File: config.mk
export PLATFORM = sky130hd
export DESIGN_NAME = fifo_wr_ctrl
export DESIGN_NICKNAME = d
export VERILOG_FILES = /design/src/rtl/fifo_pkg.sv /design/src/rtl/fifo_gray_ptr.sv /design/src/rtl/fifo_wr_ctrl.sv
export SDC_FILE = /design/constraint.sdc
export NUM_CORES = 1
export LEC_CHECK = 0
export BUFFER_PORTS_ARGS = -buffer_cell sky130_fd_sc_hd__buf_4
export CAP_MARGIN = 40
export CORE_ASPECT_RATIO = 1.2
export CORE_MARGIN = 3
export CORE_UTILIZATION = 42
export DETAILED_ROUTE_END_ITERATION = 7
export PLACE_DENSITY = 0.71
export SYNTH_ARGS = -nofsm -noshare
export SYNTH_HDL_FRONTEND = slang
export SYNTH_SLANG_ARGS = --single-unit
File: constraint.sdc
create_clock -name clk -period 2.2 [get_ports clk]
set_input_delay 0.22 -clock clk [delete_from_list [all_inputs] [get_ports clk]]
set_output_delay 0.22 -clock clk [all_outputs]
set_load 0.005 [all_outputs]
File: src/rtl/fifo_pkg.sv
// Shared helpers for the dual-clock FIFO controllers.
// Gray conversion, depth derivation and the pointer-full compare.
package fifo_pkg;

    localparam int PTR_MAX = 32;

    function automatic int depth_of(input int aw);
        return 1 << aw;
    endfunction

    function automatic logic [PTR_MAX-1:0] bin2gray(
        input logic [PTR_MAX-1:0] b
    );
        return b ^ (b >> 1);
    endfunction

    function automatic logic [PTR_MAX-1:0] gray2bin(
        input logic [PTR_MAX-1:0] g
    );
        logic [PTR_MAX-1:0] b;
        b = g;
        for (int i = 1; i < PTR_MAX; i++) begin
            b = b ^ (g >> i);
        end
        return b;
    endfunction

    // Own Gray pointer equals the other side's with its top two bits inverted.
    function automatic logic ptr_full(
        input logic [PTR_MAX-1:0] own_g,
        input logic [PTR_MAX-1:0] oth_g,
        input int                 aw
    );
        logic [PTR_MAX-1:0] m;
        m = 32'd3 << (aw - 1);
        return own_g == (oth_g ^ m);
    endfunction

endpackage

File: src/rtl/fifo_gray_ptr.sv
// Binary + Gray pointer register with increment enable.
// Exposes both current and next values for flag computation.
module fifo_gray_ptr
    import fifo_pkg::*;
#(
    parameter int W = 4
) (
    input  logic         clk,
    input  logic         rst,
    input  logic         inc,
    output logic [W-1:0] bin,
    output logic [W-1:0] bin_n,
    output logic [W-1:0] gray,
    output logic [W-1:0] gray_n
);

    logic [W-1:0] bin_q;
    logic [W-1:0] bin_d;
    logic [W-1:0] gray_q;
    logic [W-1:0] gray_d;

    // Next pointer values; wrap is natural modulo 2^W.
    always_comb begin
        bin_d  = bin_q + W'(inc);
        gray_d = W'(bin2gray(PTR_MAX'(bin_d)));
    end

    // Pointer state.
    always_ff @(posedge clk or posedge rst) begin
        if (rst) begin
            bin_q  <= '0;
            gray_q <= '0;
        end else begin
            bin_q  <= bin_d;
            gray_q <= gray_d;
        end
    end

    assign bin    = bin_q;
    assign bin_n  = bin_d;
    assign gray   = gray_q;
    assign gray_n = gray_d;

endmodule

File: src/rtl/fifo_wr_ctrl.sv
// Write-side controller of the dual-clock FIFO.
// Optional almost-full flag: define FIFO_WR_CTRL_AFULL_EN.
module fifo_wr_ctrl
    import fifo_pkg::*;
#(
    parameter int ADDR_WIDTH = 3,
    parameter int AFULL_TH   = 6
) (
    input  logic                  clk,
    input  logic                  rst,
    input  logic                  wr_req,
    input  logic [ADDR_WIDTH:0]   rd_gray_sync,
    input  logic                  ovf_clr,
    output logic                  wr_en,
    output logic [ADDR_WIDTH-1:0] wr_addr,
    output logic [ADDR_WIDTH:0]   wr_gray,
    output logic                  full,
    output logic [ADDR_WIDTH:0]   level,
    output logic                  afull,
    output logic                  ovf
);

    localparam int PW = ADDR_WIDTH + 1;

    logic          acc;
    logic [PW-1:0] wr_bin;
    logic [PW-1:0] wr_bin_n;
    logic [PW-1:0] wr_gray_n;
    logic [PW-1:0] rd_bin;
    logic [PW-1:0] level_n;
    logic          full_q;
    logic          full_d;
    logic [PW-1:0] level_q;
    logic [PW-1:0] level_d;
    logic          ovf_q;
    logic          ovf_d;

    assign acc   = wr_req & ~full_q;
    assign wr_en = acc & ~rst;

    fifo_gray_ptr #(
        .W (PW)
    ) u_ptr (
        .clk    (clk),
        .rst    (rst),
        .inc    (acc),
        .bin    (wr_bin),
        .bin_n  (wr_bin_n),
        .gray   (wr_gray),
        .gray_n (wr_gray_n)
    );

    assign wr_addr = wr_bin[ADDR_WIDTH-1:0];

    // Flags computed from the post-write pointer so no extra accept slips in.
    always_comb begin
        rd_bin  = PW'(gray2bin(PTR_MAX'(rd_gray_sync)));
        level_n = wr_bin_n - rd_bin;
        level_d = level_n;
        full_d  = ptr_full(PTR_MAX'(wr_gray_n),
                           PTR_MAX'(rd_gray_sync), ADDR_WIDTH);
        ovf_d   = ovf_q;
        if (ovf_clr) ovf_d = 1'b0;
        if (wr_req && full_q) ovf_d = 1'b1;
    end

    // Status registers.
    always_ff @(posedge clk or posedge rst) begin
        if (rst) begin
            full_q  <= 1'b0;
            level_q <= '0;
            ovf_q   <= 1'b0;
        end else begin
            full_q  <= full_d;
            level_q <= level_d;
            ovf_q   <= ovf_d;
        end
    end

    assign full  = full_q;
    assign level = level_q;
    assign ovf   = ovf_q;

`ifdef FIFO_WR_CTRL_AFULL_EN
    localparam logic [PW-1:0] TH = PW'(AFULL_TH);

    logic afull_q;
    logic afull_d;

    // Almost-full threshold on the next occupancy.
    always_comb begin
        afull_d = (level_n >= TH);
    end

    // Almost-full register.
    always_ff @(posedge clk or posedge rst) begin
        if (rst) afull_q <= 1'b0;
        else     afull_q <= afull_d;
    end

    assign afull = afull_q;
`else
    assign afull = 1'b0;
`endif

endmodule

**After elaboration in Yosys (flattened, before gate mapping)**

Index checks and enable logic that the tools add are counted.

- Register bits after elaboration: 14
- Word-level logic and storage cells: 21
- ROM bits: 0
- Bits in latches: 0
- Memory bits (writable): 0
- Input port bits: 8
- Memories: 0
- Output and inout port bits: 15

- Eq/ne operators: 1
- Magnitude comparators: 0
- Add/sub/neg operators: 2
- $mul: 0
- Reduce and logical (&&, ||, !) cells: 2
- Multiplexer cells: 2
- Bitwise logic cells: 9
- Div/mod/pow operators: 0
- Shift operators: 0

Operators by type and width:

| operator | count |
|---|---|
| XOR 4 x 3 -> 4 bit | 2 |
| adder 4 x 1 -> 4 bit | 1 |
| equality test 4 bit | 1 |
| subtractor 4 bit | 1 |
| XOR 4 x 1 -> 4 bit | 1 |
| XOR 4 x 2 -> 4 bit | 1 |
| AND 1 bit | 2 |
| two-way mux 1 bit | 2 |
| inverter 1 bit | 2 |
| inverter 2 bit | 1 |
| nonzero test 2 bit | 1 |
| logical AND 1 bit | 1 |

**Logic depth before layout (Yosys ltp)**

- Depth in word-level cells: 5
- Gate-level depth with buffers: 9
- Mapped depth without buffers: 9

**By module**

Synthesis repeated with hierarchy kept, for this count alone.

- Cells, all modules: 56
- Area total of the unflattened synthesis: 674.4 um^2

Modules (own cells, without submodules):

| module | times used | sequential area each (um^2) | cells an instance | area an instance (um^2) |
|---|---|---|---|---|
| fifo_wr_ctrl | 1 | 150.1 | 36 | 390.4 |
| fifo_gray_ptr | 1 | 175.2 | 20 | 284.0 |

**Worst setup path before layout**

OpenSTA, ideal clock, no wires.

- Kind: flip-flop to flip-flop
- Start point: register full_q (netlist: full)
- End point: register level_q[3] (netlist: level[3])
- Path buffers: 0
- Slack: 0.053 ns
- Clock period less this slack: 2.147 ns
- Arrival: 2.016 ns
- Cell stages (with the launch flop): 10
- Required time: 2.069 ns
- Library setup time: 0.131 ns
- Cells stage by stage: dfrtp_1 > nor2b_1 > ha_1 > ha_1 > ha_1 > nor2b_1 > o21ai_2 > a211oi_1 > a31oi_1 > xnor2_1

- Longest elaborated chain between the ends: 4

RTL lines:

| what | RTL line | RTL |
|---|---|---|
| start: declaration | fifo_wr_ctrl.sv:31 | `logic full_q;` |
| start signal: assignment | fifo_wr_ctrl.sv:74 | `full_q <= full_d;` |
| inverter 1 bit | fifo_wr_ctrl.sv:38 | `assign acc = wr_req & ~full_q;` |
| AND 1 bit | fifo_wr_ctrl.sv:38 |  |
| adder 4 x 1 -> 4 bit | fifo_gray_ptr.sv:24 | `bin_d = bin_q + W'(inc);` |
| net u_ptr.bin_n[1] | fifo_gray_ptr.sv:12 | `output logic [W-1:0] bin_n,` |
| subtractor 4 bit | fifo_wr_ctrl.sv:58 | `level_n = wr_bin_n - rd_bin;` |
| net level_d[3] | fifo_wr_ctrl.sv:34 | `logic [PW-1:0] level_d;` |
| end signal: assignment | fifo_wr_ctrl.sv:75 | `level_q <= level_d;` |
| end: declaration | fifo_wr_ctrl.sv:33 | `logic [PW-1:0] level_q;` |

The timed path passes the listed nets, and every way through them passes these cells.
A chain may end at the register's enable or synchronous reset.

**Final worst setup path**

Same ends and word-level chain as after synthesis.

==> summary.md <==
| Metric | Value |
|---|---|
| Core Util, Final | about 65% |
| Category of the most critical setup path | flip-flop to flip-flop |
| Crit path capture type | flip-flop |
| Fraction of synthesized area in multiplexers | 0% |
| Starting density of the core | 45.82% |
| Residual DRC count | 0 |
| Worst voltage drop across the vdd grid | about 1 mV |
| Area grow syn2layout | 42.54% |
| Total core area | between 0.001 and 0.0015 mm² |
| Power density over cell area | ~1700 mW/mm² |
| Via count | 489 |
| Crit path required time | around 2.4 ns |
| Routability cong. | 0.7086 |
| Endpoint of the most critical register-to-register path | level[3]$_DFF_PP0_ |
| Hold path startpoint | ovf_clr |
| Synth Warn # | 0 |
| Clk Tree Root Cell | sky130_fd_sc_hd__clkbuf_4 |
| Post-synthesis area per instance | between 10 and 15 µm² |
| Total detailed-routing wirelength | 1223 µm |
| Worst flop-to-flop path startpoint | full$_DFF_PP0_ |
| Filler Cell Count | about 130 |
| Number of I/O pins | 23 |
| Synth Cell Area | 679.4 µm² |
| Routed WL per cell | 11.65 µm |
| Final critical-path share of the clock period | between 90% and 100% |
| Number of violations of the max-capacitance limit | 0 |
| Layout cell share with drive strength beyond 1 | between 40% and 50% |
| Share of synthesized area occupied by flip-flops and latches | 47.88% |
| Register-to-Register Setup Slack | between 0.1 and 0.15 ns |
| FF-to-FF path depth | 9 |
| Final HPWL DP | roughly 950 µm |
| Combined global-route utilization of all metal layers | about an eighth |
| Number of library cell types mapped by synthesis | 21 |
| Main combinational cell family by area after synthesis | XOR/XNOR gates |
| Antenna violations before repair | 0 |
| Most common cell after layout, fill and taps aside | sky130_fd_sc_hd__buf_4 |
| Crit path DAT | about 2.2 ns |
| Drt first pass iters | 4 |
| Run status | finished, final reports clean |
| Clock slew at reported path FFs | roughly 0.070 ns |
| Worst clock skew | approximately 0.0056 ns |
| Leakage power | approximately 0.00047 µW |
| Synth Area in Simple Gates | around 9.2% |
| Final hold violation count | 0 |
| Clock Latency Late Sink | between 0.2 and 0.3 ns |
| Number of H-tree levels | 1 |
| Die outline area | between 0.002 and 0.0025 mm² |
| Via-per-instance ratio | approximately 4.7 |
| Type of the most critical hold path | input port to flip-flop |
| Count of buffers from port buffering | 21 |
| TritonCTS sink count | 13 |
| Hold Path End | ovf$_DFFE_PP0P_ |
| Die Span X | between 40 and 50 µm |
| Post-Synth Adder-Cell Area | slightly above 10% |
| Number of storage elements in the synthesis netlist | 13 |
| Most frequent cells in the layout | 26 x sky130_fd_sc_hd__buf_4, 13 x sky130_fd_sc_hd__dfrtp_1, 9 x sky130_fd_sc_hd__xor2_1 |
| Clk buf depth | 2 |
| # setup viols final | 0 |
| Post-Synthesis Cells | 58 |
| TritonCTS Buffers | 3 |
| Achievable clock frequency | 479.1 MHz |
| Row count | 15 |
| Compound-Gate Fraction of Synth Area | 5.893% |
| Total grt overflow | 0 |
| Max Fanout on Critical Path | 2 |
| Max-slew violation count | 0 |
| Number of nets produced by synthesis | between 70 and 80 |
| Min cycle time layout | 2.087 ns |
| TritonCTS clock tree | built |
| Overall die height | ~50 µm |
| Xor/xnor cell area share of the yosys netlist | a little over a fifth |
| Global-route wire length before repair | 2001 µm |
| Pin count of the biggest net entering global routing | 14 |
| Startpoint type of the worst setup path | flip-flop |
| Cells after DPL | slightly below 100 |
| Design Area, Final | approximately 970 µm² |
| Number of antenna repair diodes | 0 |
| Count of nets after finishing | around 100 |
| Post-route antenna net violation count | 0 |
| Post-layout instance count excluding filler cells | ~110 |
| Depth of the worst hold-timing path | 2 |
| Cell area after placement | approximately 870 µm² |
| DR iter-0 viols | 3 |
| Via count of the first global-routing pass | 455 |
## metrics by stage
stage	setup slack, ns	total power, µW	hold slack (ns)	setup TNS (ns)
after CTS	0.04956	1508	0.1335	0
final	0.1127	1609	0.1343	0
after global placement	0.06075	1334	0.2428	0
after detailed placement	0.004010	1355	0.2539	0
after floorplan	0.05337	1004	0.1020	0
after global routing	-0.01451	1757	0.1280	-0.01451
## metal layers
layer | vias to the layer above | wire [µm] | track usage, %
li1 | 241 | - | -
met1 | 224 | 478 | 16.02
met2 | 20 | 615 | 19.50
met3 | 4 | 96 | 1.460
met4 | 0 | 33 | 7.772
met5 | - | 0 | 0
## cell type report
cell class / count / area (µm²) / share of cell area (%)
tap: 17 / 21.27 / 2.196
clock buffer: 4 / 26.28 / 2.713
sequential: 13 / 325.3 / 33.59
multi-input combinational: 38 / 367.9 / 37.98
inverter: 6 / 22.52 / 2.326
timing repair buffer: 27 / 205.2 / 21.19
## cell usage after synthesis
| master | n | area share, % |
|---|---|---|
| sky130_fd_sc_hd__o21ai_2 | 1 | 1.3 |
| sky130_fd_sc_hd__nand3_1 | 2 | 1.5 |
| sky130_fd_sc_hd__xor2_2 | 1 | 2.4 |
| sky130_fd_sc_hd__or3_1 | 1 | 0.92 |
| sky130_fd_sc_hd__nor3_2 | 1 | 1.5 |
| sky130_fd_sc_hd__dfrtp_1 | 13 | 48 |
| sky130_fd_sc_hd__a211oi_2 | 1 | 1.8 |
| sky130_fd_sc_hd__inv_1 | 6 | 3.3 |
| sky130_fd_sc_hd__fa_1 | 1 | 2.9 |
| sky130_fd_sc_hd__and2_1 | 1 | 0.92 |
| sky130_fd_sc_hd__nand2b_1 | 1 | 0.92 |
| sky130_fd_sc_hd__buf_4 | 1 | 1.1 |
| sky130_fd_sc_hd__nand2_1 | 3 | 1.7 |
| sky130_fd_sc_hd__nor2b_1 | 2 | 1.8 |
| sky130_fd_sc_hd__a31oi_1 | 1 | 0.92 |
| sky130_fd_sc_hd__a211oi_1 | 1 | 1.1 |
| sky130_fd_sc_hd__xnor2_1 | 6 | 7.7 |
| sky130_fd_sc_hd__xor2_1 | 9 | 12 |
| sky130_fd_sc_hd__o21ai_0 | 1 | 0.74 |
| sky130_fd_sc_hd__ha_1 | 4 | 7.4 |
| sky130_fd_sc_hd__conb_1 | 1 | 0.55 |
## worst max path at each step
stage	from	to	slack, ns	depth (start not counted)
floorplan	full$_DFF_PP0_	level[3]$_DFF_PP0_	0.05	9
global placement	full$_DFF_PP0_	level[3]$_DFF_PP0_	0.06	9
detailed placement	full$_DFF_PP0_	level[3]$_DFF_PP0_	0.004	9
CTS	full$_DFF_PP0_	level[3]$_DFF_PP0_	0.05	9
global route	full$_DFF_PP0_	level[3]$_DFF_PP0_	-0.01	9
finish	full$_DFF_PP0_	level[3]$_DFF_PP0_	0.11	9
## kinds of logic after synthesis
family	Yosys count
flops	13
simple gates	11
compound gates	5
buf+inv	7
xor+xnor	16
fa+ha+maj	5
other cells	1
## timing repair
action | in CTS | in global routing
pin swaps | 0 | 3
buffers inserted | 0 | 2
resized for setup | 1 | 7
hold buffers | 1 | 0
endpoints found under the hold margin | 13 | 0
endpoints found under the setup margin | 1 | 1
## sequential cells by signal, summed over array words and instances (netlist names)
register / flops
level: 4
u_ptr.bin: 4
u_ptr.gray: 3
full: 1
ovf: 1
## critical path: stages (launching register included)
cell	delay [ns]
sky130_fd_sc_hd__dfrtp_1	0.39
sky130_fd_sc_hd__nor2b_2	0.13
sky130_fd_sc_hd__ha_2	0.23
sky130_fd_sc_hd__ha_4	0.21
sky130_fd_sc_hd__ha_1	0.29
sky130_fd_sc_hd__nor2b_4	0.14
sky130_fd_sc_hd__nor3_2	0.20
sky130_fd_sc_hd__nand2b_4	0.16
sky130_fd_sc_hd__a31oi_2	0.09
sky130_fd_sc_hd__xnor2_1	0.13
## report_power, final
| group | switching (µW) | internal (µW) |
|---|---|---|
| sequential | 73.1 | 373 |
| combinational | 467 | 556 |
| clock | 70.1 | 70.2 |
Power figures use the tool's default switching activity.
